## src/rtl/sid_dac_rx_pkg.sv

```systemverilog
// Shared constants for the SID DAC serial receiver: frame layout, field
// positions agreed with the DAC transmitter, and receive FSM encoding.
package sid_dac_rx_pkg;

   localparam int DFLT_FRAME_BITS = 16;
   localparam int SAMPLE_BITS     = 12;
   localparam int CMD_BITS        = 4;

   localparam int SAMPLE_LSB      = 0;
   localparam int CMD_LSB         = SAMPLE_LSB + SAMPLE_BITS;

   localparam int CNT_BITS        = 5;

   typedef enum logic [1:0] {
      ST_IDLE  = 2'd0,
      ST_SHIFT = 2'd1,
      ST_CLOSE = 2'd2
   } rx_state_t;

endpackage

```

## src/rtl/sid_sync_edge.sv

```systemverilog
// Multi-flop synchroniser for one asynchronous input, with a rising-edge
// strobe formed against one further registered copy of the synchronised value.
module sid_sync_edge #(
   parameter int STAGES = 2
) (
   input  logic clk,
   input  logic rst_n,
   input  logic din,
   output logic rise
);

   logic [STAGES-1:0] sync_ff;
   logic              prev;

   always_ff @(posedge clk or negedge rst_n) begin
      if (!rst_n) begin
         sync_ff <= '0;
         prev    <= 1'b0;
      end else begin
         sync_ff[0] <= din;
         for (int i = 1; i < STAGES; i++) begin
            sync_ff[i] <= sync_ff[i-1];
         end
         prev <= sync_ff[STAGES-1];
      end
   end

   assign rise = sync_ff[STAGES-1] & ~prev;

endmodule

```

## src/rtl/sid_dac_rx.sv

```systemverilog
// Two-channel serial DAC frame receiver: shifts MSB-first frames on dac_clk,
// closes them on dac_le, and presents sample/command pairs with a valid/ready hold.
//
// state    | meaning
// ---------+------------------------------------------------------------
// ST_IDLE  | no bits yet; first dac_clk edge starts a frame, dac_le alone is an error
// ST_SHIFT | collecting bits; dac_le closes, a quiet dac_clk abandons silently
// ST_CLOSE | one cycle: deliver, drop with overrun, or flag a bad bit count
module sid_dac_rx #(
   parameter int FRAME_BITS  = sid_dac_rx_pkg::DFLT_FRAME_BITS,
   parameter int SYNC_STAGES = 2,
   parameter int TIMEOUT     = 255
) (
   input  logic        clk,
   input  logic        rst,
   input  logic        dac_clk,
   input  logic        dac_le,
   input  logic        dac_dat_1,
   input  logic        dac_dat_2,
   output logic [11:0] sample_1,
   output logic [11:0] sample_2,
   output logic [3:0]  cmd_1,
   output logic [3:0]  cmd_2,
   output logic        out_valid,
   input  logic        out_ready,
   output logic        frame_err,
   output logic        overrun,
   output logic [7:0]  err_count,
   input  logic        clr_status
);

   import sid_dac_rx_pkg::*;

   localparam int                  TW         = (TIMEOUT > 1) ? $clog2(TIMEOUT + 1) : 1;
   localparam logic [TW-1:0]       TIMER_LOAD = TW'(TIMEOUT - 1);
   localparam logic [CNT_BITS-1:0] FRAME_CNT  = CNT_BITS'(FRAME_BITS);

   logic [1:0] rst_sync;
   logic       rst_i;

   always_ff @(posedge clk or negedge rst) begin
      if (!rst) rst_sync <= 2'b00;
      else      rst_sync <= {rst_sync[0], 1'b1};
   end

   assign rst_i = rst_sync[1];

   logic clk_rise;
   logic le_rise;

   sid_sync_edge #(.STAGES(SYNC_STAGES)) u_sync_clk (
      .clk   (clk),
      .rst_n (rst_i),
      .din   (dac_clk),
      .rise  (clk_rise)
   );

   sid_sync_edge #(.STAGES(SYNC_STAGES)) u_sync_le (
      .clk   (clk),
      .rst_n (rst_i),
      .din   (dac_le),
      .rise  (le_rise)
   );

   // Data uses the same depth as dac_clk so the bit seen on clk_rise is the
   // value that was present at the transmitter's rising edge.
   logic [1:0] dat_ff [SYNC_STAGES];
   logic       dat_1;
   logic       dat_2;

   always_ff @(posedge clk or negedge rst_i) begin
      if (!rst_i) begin
         for (int i = 0; i < SYNC_STAGES; i++) dat_ff[i] <= 2'b00;
      end else begin
         dat_ff[0] <= {dac_dat_2, dac_dat_1};
         for (int i = 1; i < SYNC_STAGES; i++) dat_ff[i] <= dat_ff[i-1];
      end
   end

   assign dat_1 = dat_ff[SYNC_STAGES-1][0];
   assign dat_2 = dat_ff[SYNC_STAGES-1][1];

   rx_state_t             state;
   logic [CNT_BITS-1:0]   bit_cnt;
   logic [TW-1:0]         timer;
   logic [FRAME_BITS-1:0] shift_1;
   logic [FRAME_BITS-1:0] shift_2;

   logic close_good;
   logic close_bad;
   logic overrun_set;

   assign close_good  = (state == ST_CLOSE) && (bit_cnt == FRAME_CNT);
   assign close_bad   = (state == ST_CLOSE) && (bit_cnt != FRAME_CNT);
   assign overrun_set = close_good && out_valid && !out_ready;

   always_ff @(posedge clk or negedge rst_i) begin
      if (!rst_i) begin
         state     <= ST_IDLE;
         bit_cnt   <= '0;
         timer     <= '0;
         shift_1   <= '0;
         shift_2   <= '0;
         sample_1  <= '0;
         sample_2  <= '0;
         cmd_1     <= '0;
         cmd_2     <= '0;
         out_valid <= 1'b0;
         frame_err <= 1'b0;
         overrun   <= 1'b0;
         err_count <= '0;
      end else begin
         frame_err <= 1'b0;
         if (out_valid && out_ready) out_valid <= 1'b0;

         case (state)
            ST_IDLE: begin
               bit_cnt <= '0;
               if (clk_rise) begin
                  shift_1 <= {shift_1[FRAME_BITS-2:0], dat_1};
                  shift_2 <= {shift_2[FRAME_BITS-2:0], dat_2};
                  bit_cnt <= CNT_BITS'(1);
                  timer   <= TIMER_LOAD;
               end
               if (le_rise)       state <= ST_CLOSE;
               else if (clk_rise) state <= ST_SHIFT;
            end

            ST_SHIFT: begin
               if (clk_rise) begin
                  shift_1 <= {shift_1[FRAME_BITS-2:0], dat_1};
                  shift_2 <= {shift_2[FRAME_BITS-2:0], dat_2};
                  if (bit_cnt != '1) bit_cnt <= bit_cnt + 1'b1;
                  timer <= TIMER_LOAD;
               end else if (timer != '0) begin
                  timer <= timer - 1'b1;
               end

               if (le_rise) begin
                  state <= ST_CLOSE;
               end else if (!clk_rise && timer == '0) begin
                  state   <= ST_IDLE;
                  bit_cnt <= '0;
               end
            end

            ST_CLOSE: begin
               state   <= ST_IDLE;
               bit_cnt <= '0;
               if (close_good) begin
                  if (!out_valid || out_ready) begin
                     sample_1  <= shift_1[SAMPLE_LSB +: SAMPLE_BITS];
                     sample_2  <= shift_2[SAMPLE_LSB +: SAMPLE_BITS];
                     cmd_1     <= shift_1[CMD_LSB +: CMD_BITS];
                     cmd_2     <= shift_2[CMD_LSB +: CMD_BITS];
                     out_valid <= 1'b1;
                  end
               end else begin
                  frame_err <= 1'b1;
               end
            end

            default: begin
               state   <= ST_IDLE;
               bit_cnt <= '0;
            end
         endcase

         if (clr_status)       overrun <= 1'b0;
         else if (overrun_set) overrun <= 1'b1;

         if (clr_status)                        err_count <= '0;
         else if (close_bad && err_count != '1) err_count <= err_count + 1'b1;
      end
   end

endmodule
```

## config.mk

```make
export PLATFORM = sky130hd
export DESIGN_NAME = sid_dac_rx
export DESIGN_NICKNAME = d
export VERILOG_FILES = /design/src/rtl/sid_dac_rx_pkg.sv /design/src/rtl/sid_sync_edge.sv /design/src/rtl/sid_dac_rx.sv
export SDC_FILE = /design/constraint.sdc
export NUM_CORES = 1
export LEC_CHECK = 0
export CAP_MARGIN = 20
export CELL_PAD_IN_SITES_DETAIL_PLACEMENT = 1
export CELL_PAD_IN_SITES_GLOBAL_PLACEMENT = 2
export CORE_MARGIN = 3
export CORE_UTILIZATION = 38
export CTS_CLUSTER_DIAMETER = 200
export DETAILED_ROUTE_END_ITERATION = 12
export PLACE_DENSITY_LB_ADDON = 0.1
export SLEW_MARGIN = 20
export SYNTH_ARGS = -nofsm -noshare
export SYNTH_HDL_FRONTEND = slang
export SYNTH_SLANG_ARGS = --single-unit
```

## constraint.sdc

```tcl
create_clock -name clk -period 3.7 [get_ports clk]
set_input_delay 0.555 -clock clk [delete_from_list [all_inputs] [get_ports clk]]
set_output_delay 0.555 -clock clk [all_outputs]
set_load 0.02 [all_outputs]
```

==> impl_results.md <==
* Status: complete, no violations
* Remaining DRCs at 0
* Total Routed Length at 7517 µm
* Layout cell share with drive strength beyond 1 at 0.2436
* Final Net Count at 361
* Xor/xnor share of the synthesized area at 0.008610
* Sequential power share at 0.610
* Setup CP Type: reg2out
* Static leakage at 2.220 nW
* Yosys warns at 0
* Adder-Cell Fraction of Synth Area at 0.01538
* Initial DRC count at 107
* Num Clock Sinks at 102
* Buffers & Inverters on Critical Path at 1
* Commonest non-fill, non-tap cell in the layout: dfrtp_1
* PostCTS Resize Cnt at 0
* Async set-reset flop share out of synthesis at 1.000
* Mean routed wirelength per cell at 15.37 µm
* Top FF cell, synth: dfrtp_1
* Largest family of logic cells by synthesized area: multiplexers
* Combinational power share at 0.105
* Vias at 2,434
* Power share of the clock group at 0.284
* Critical path depth at 1
* Die W at 109.5 µm
* Max clock buf depth at 2
* Synth Area in Simple Gates at 0.09071
* Peak Freq at 484.1 MHz
* Max cap viols at 0
* Power Density at 466.8 mW/mm²
* Synth Instances at 292
* Post-route setup slack at 1634 ps
* Final GP Congestion at 0.7157
* Core area at 0.01037 mm²
* Total GRT Usage at 0.1396
* Final hold viol count at 0
* Setup Fix Bufs, Post-CTS at 0
* Critical Path Source: err_count[2]
* First-pass detailed-route iteration total at 4
* Antenna-violating nets left at 0
* Pre-CTS setup slack at 1572 ps
* Port Buffers at 50
* Final Max Tran Viols at 0
* R2R Path Start: timer[1]
* Overflow after GRT at 0
* Mapped Nets at 305
* Least-Margin Pin Slew at 664.1 ps
* Setup TNS at 0 ps
* Clock latency on the worst-skew pair at 360 ps
* Post-synth EDFFs at 0
* Die area at 0.01198 mm²
* Cells along the critical path: clkdlybuf4s50_1
* CTS tree: yes
* Syn_area_per_cell at 13.93 µm²
* Count of cell types in the netlist at 41
* Sw Ratio at 0.2700
* Initial antenna violation count at 0
* Largest net degree at the start of global routing at 45
* Cts bufs inserted at 9
* H-tree depth at 3
* Crit path max fanout at 8
* Commonest non-fill, non-tap cells in the layout: dfrtp_1, mux2_2, clkdlybuf4s50_1
* Worst Path Arrival at 1510 ps
* FP Rows at 37
* Hold Crit Class: reg2async
* Sw Pwr at 0.0006192 W
* Final min period at 2066 ps
* Ant diodes at 0
* Die height at 109.5 µm
* Cts hold-fix bufs at 0
* Crit. End Element: output pin
* P&R area growth vs syn at 20.73%
* Setup crit start kind: flip-flop
* Mux contribution to synthesized area at 0.1873
* First-pass GRT wire length at 13,000 µm
* Post-DP HPWL at 5055 µm
* Max VDD drop at 0.0002577 V
* Root Buffer: clkbuf_8
* R2R cell count at 6
* P_int at 0.001674 W
* Worst path max stage delay at 660 ps
* Clk_skew at 7.542 ps
* Vias per inst at 4.978
* Compound-Gate Fraction of Synth Area at 0.05043
* Vias in the first global route at 2,653
* Mapped cell area at 0.004069 mm²
* RSZ-0062 raised after global routing: false
* # setup viols final at 0
* Crit path max-delay family: buffers and inverters
* Worst Path Required at 3140 ps
* Initial Util at 0.3924
* Fill count at 1,080
* Clock Pin Slew Worst Setup and Hold Paths at 100 ps
* Rel. slew slack at 0.5564
* Period Utilization, post-route at 0.5583
* Ports at 51
* Slowest CP cell: clkdlybuf4s50_1
* Post-synthesis sequential area ratio at 0.6273
* #FFs+latches synth at 102
[cell usage after synthesis, types with 2 or more instances]
master | instances | area share
mux2_1 | 9 | 0.025
inv_1 | 10 | 0.0092
nand4_1 | 2 | 0.0031
nor2_1 | 12 | 0.011
nand3_1 | 6 | 0.0074
a211oi_1 | 3 | 0.0055
or3_1 | 6 | 0.0092
xnor2_1 | 3 | 0.0065
a21oi_1 | 9 | 0.011
clkbuf_1 | 2 | 0.0018
o21ai_0 | 7 | 0.0086
nor3_1 | 4 | 0.0049
and3_1 | 3 | 0.0046
nor3b_1 | 2 | 0.0037
a221oi_1 | 2 | 0.0043
ha_1 | 5 | 0.015
nand2_1 | 9 | 0.0083
mux2_2 | 56 | 0.15
dfrtp_1 | 102 | 0.63
mux2i_1 | 3 | 0.0074
buf_2 | 6 | 0.0074
nor2b_1 | 5 | 0.0077
nand2b_1 | 6 | 0.0092
a22oi_1 | 2 | 0.0037
o31ai_1 | 2 | 0.0037
[power groups by stage]
stage          clock, W  combinational [W]  sequential, W
6_report       0.000652           0.000242        0.00140
5_1_grt        0.000742           0.000273        0.00143
4_1_cts        0.000695           0.000248        0.00140
3_5_place_dp          0           0.000247        0.00143
3_3_place_gp          0           0.000239        0.00142
2_1_floorplan         0           0.000192        0.00139
[kinds of logic (layout without fill, tap and decap cells)]
family | Yosys count | in the layout
compound gates | 30 | 30
other cells | 1 | 1
buf+inv | 19 | 80
xor+xnor | 4 | 4
simple gates | 63 | 63
mux | 68 | 68
fa+ha+maj | 5 | 5
flops | 102 | 102
[layer usage]
metal	global-route usage	up-vias	part of all wire	routed length [µm]
li1	-	1144	-	-
met1	0.1717	1249	0.46	3428
met2	0.2402	33	0.51	3811
met3	0.03347	8	0.025	190
met4	0.04809	0	0.012	87
met5	0	-	0	0
[worst paths after layout]
kind / to / slack [ps]
max: err_count[2] / 1630
min: shift_1[8] / 340
max reg2reg: bit_cnt[0] / 1730
min reg2reg: shift_1[8] / 340
max in group asynchronous: bit_cnt[1] / 2550
min in group clk: u_sync_clk.sync_ff[1] / 350
[stage by stage]
| step | power, W | instance area, µm² | hold slack (ps) | utilization | std cells |
|---|---|---|---|---|---|
| after floorplan | 0.001582 | 4069 | 259.4 | - | 292 |
| after global placement | 0.001662 | 4732 | 333.6 | 0.4563 | 473 |
| after detailed placement | 0.001674 | 4732 | 338.0 | 0.4563 | 473 |
| after CTS | 0.002347 | 4912 | 311.3 | 0.4737 | 489 |
| after global routing | 0.002446 | 4912 | 312.0 | 0.4737 | 489 |
| final | 0.002293 | 4912 | 338.3 | 0.4737 | 489 |
[registers in the layout (all words and copies together) (netlist names)]
register	cells
bit_cnt	5
cmd_1	4
cmd_2	4
dat_1	1
dat_2	1
dat_ff	2
err_count	8
frame_err	1
out_valid	1
overrun	1
rst_sync	2
sample_1	12
sample_2	12
shift_1	16
shift_2	16
state	2
timer	8
u_sync_clk.prev	1
u_sync_clk.sync_ff	2
u_sync_le.prev	1
u_sync_le.sync_ff	2
[layout make-up]
| class | count | area, µm² | area share |
|---|---|---|---|
| Clock inverter | 7 | 56.30 | 0.01146 |
| Inverter | 10 | 37.54 | 0.007641 |
| Clock buffer | 9 | 123.9 | 0.02522 |
| Timing Repair Buffer | 54 | 530.5 | 0.1080 |
| Tap cell | 136 | 170.2 | 0.03464 |
| Multi-Input combinational cell | 171 | 1438 | 0.2927 |
| Sequential cell | 102 | 2556 | 0.5204 |
Note: power is estimated with default switching activity, not from simulation.
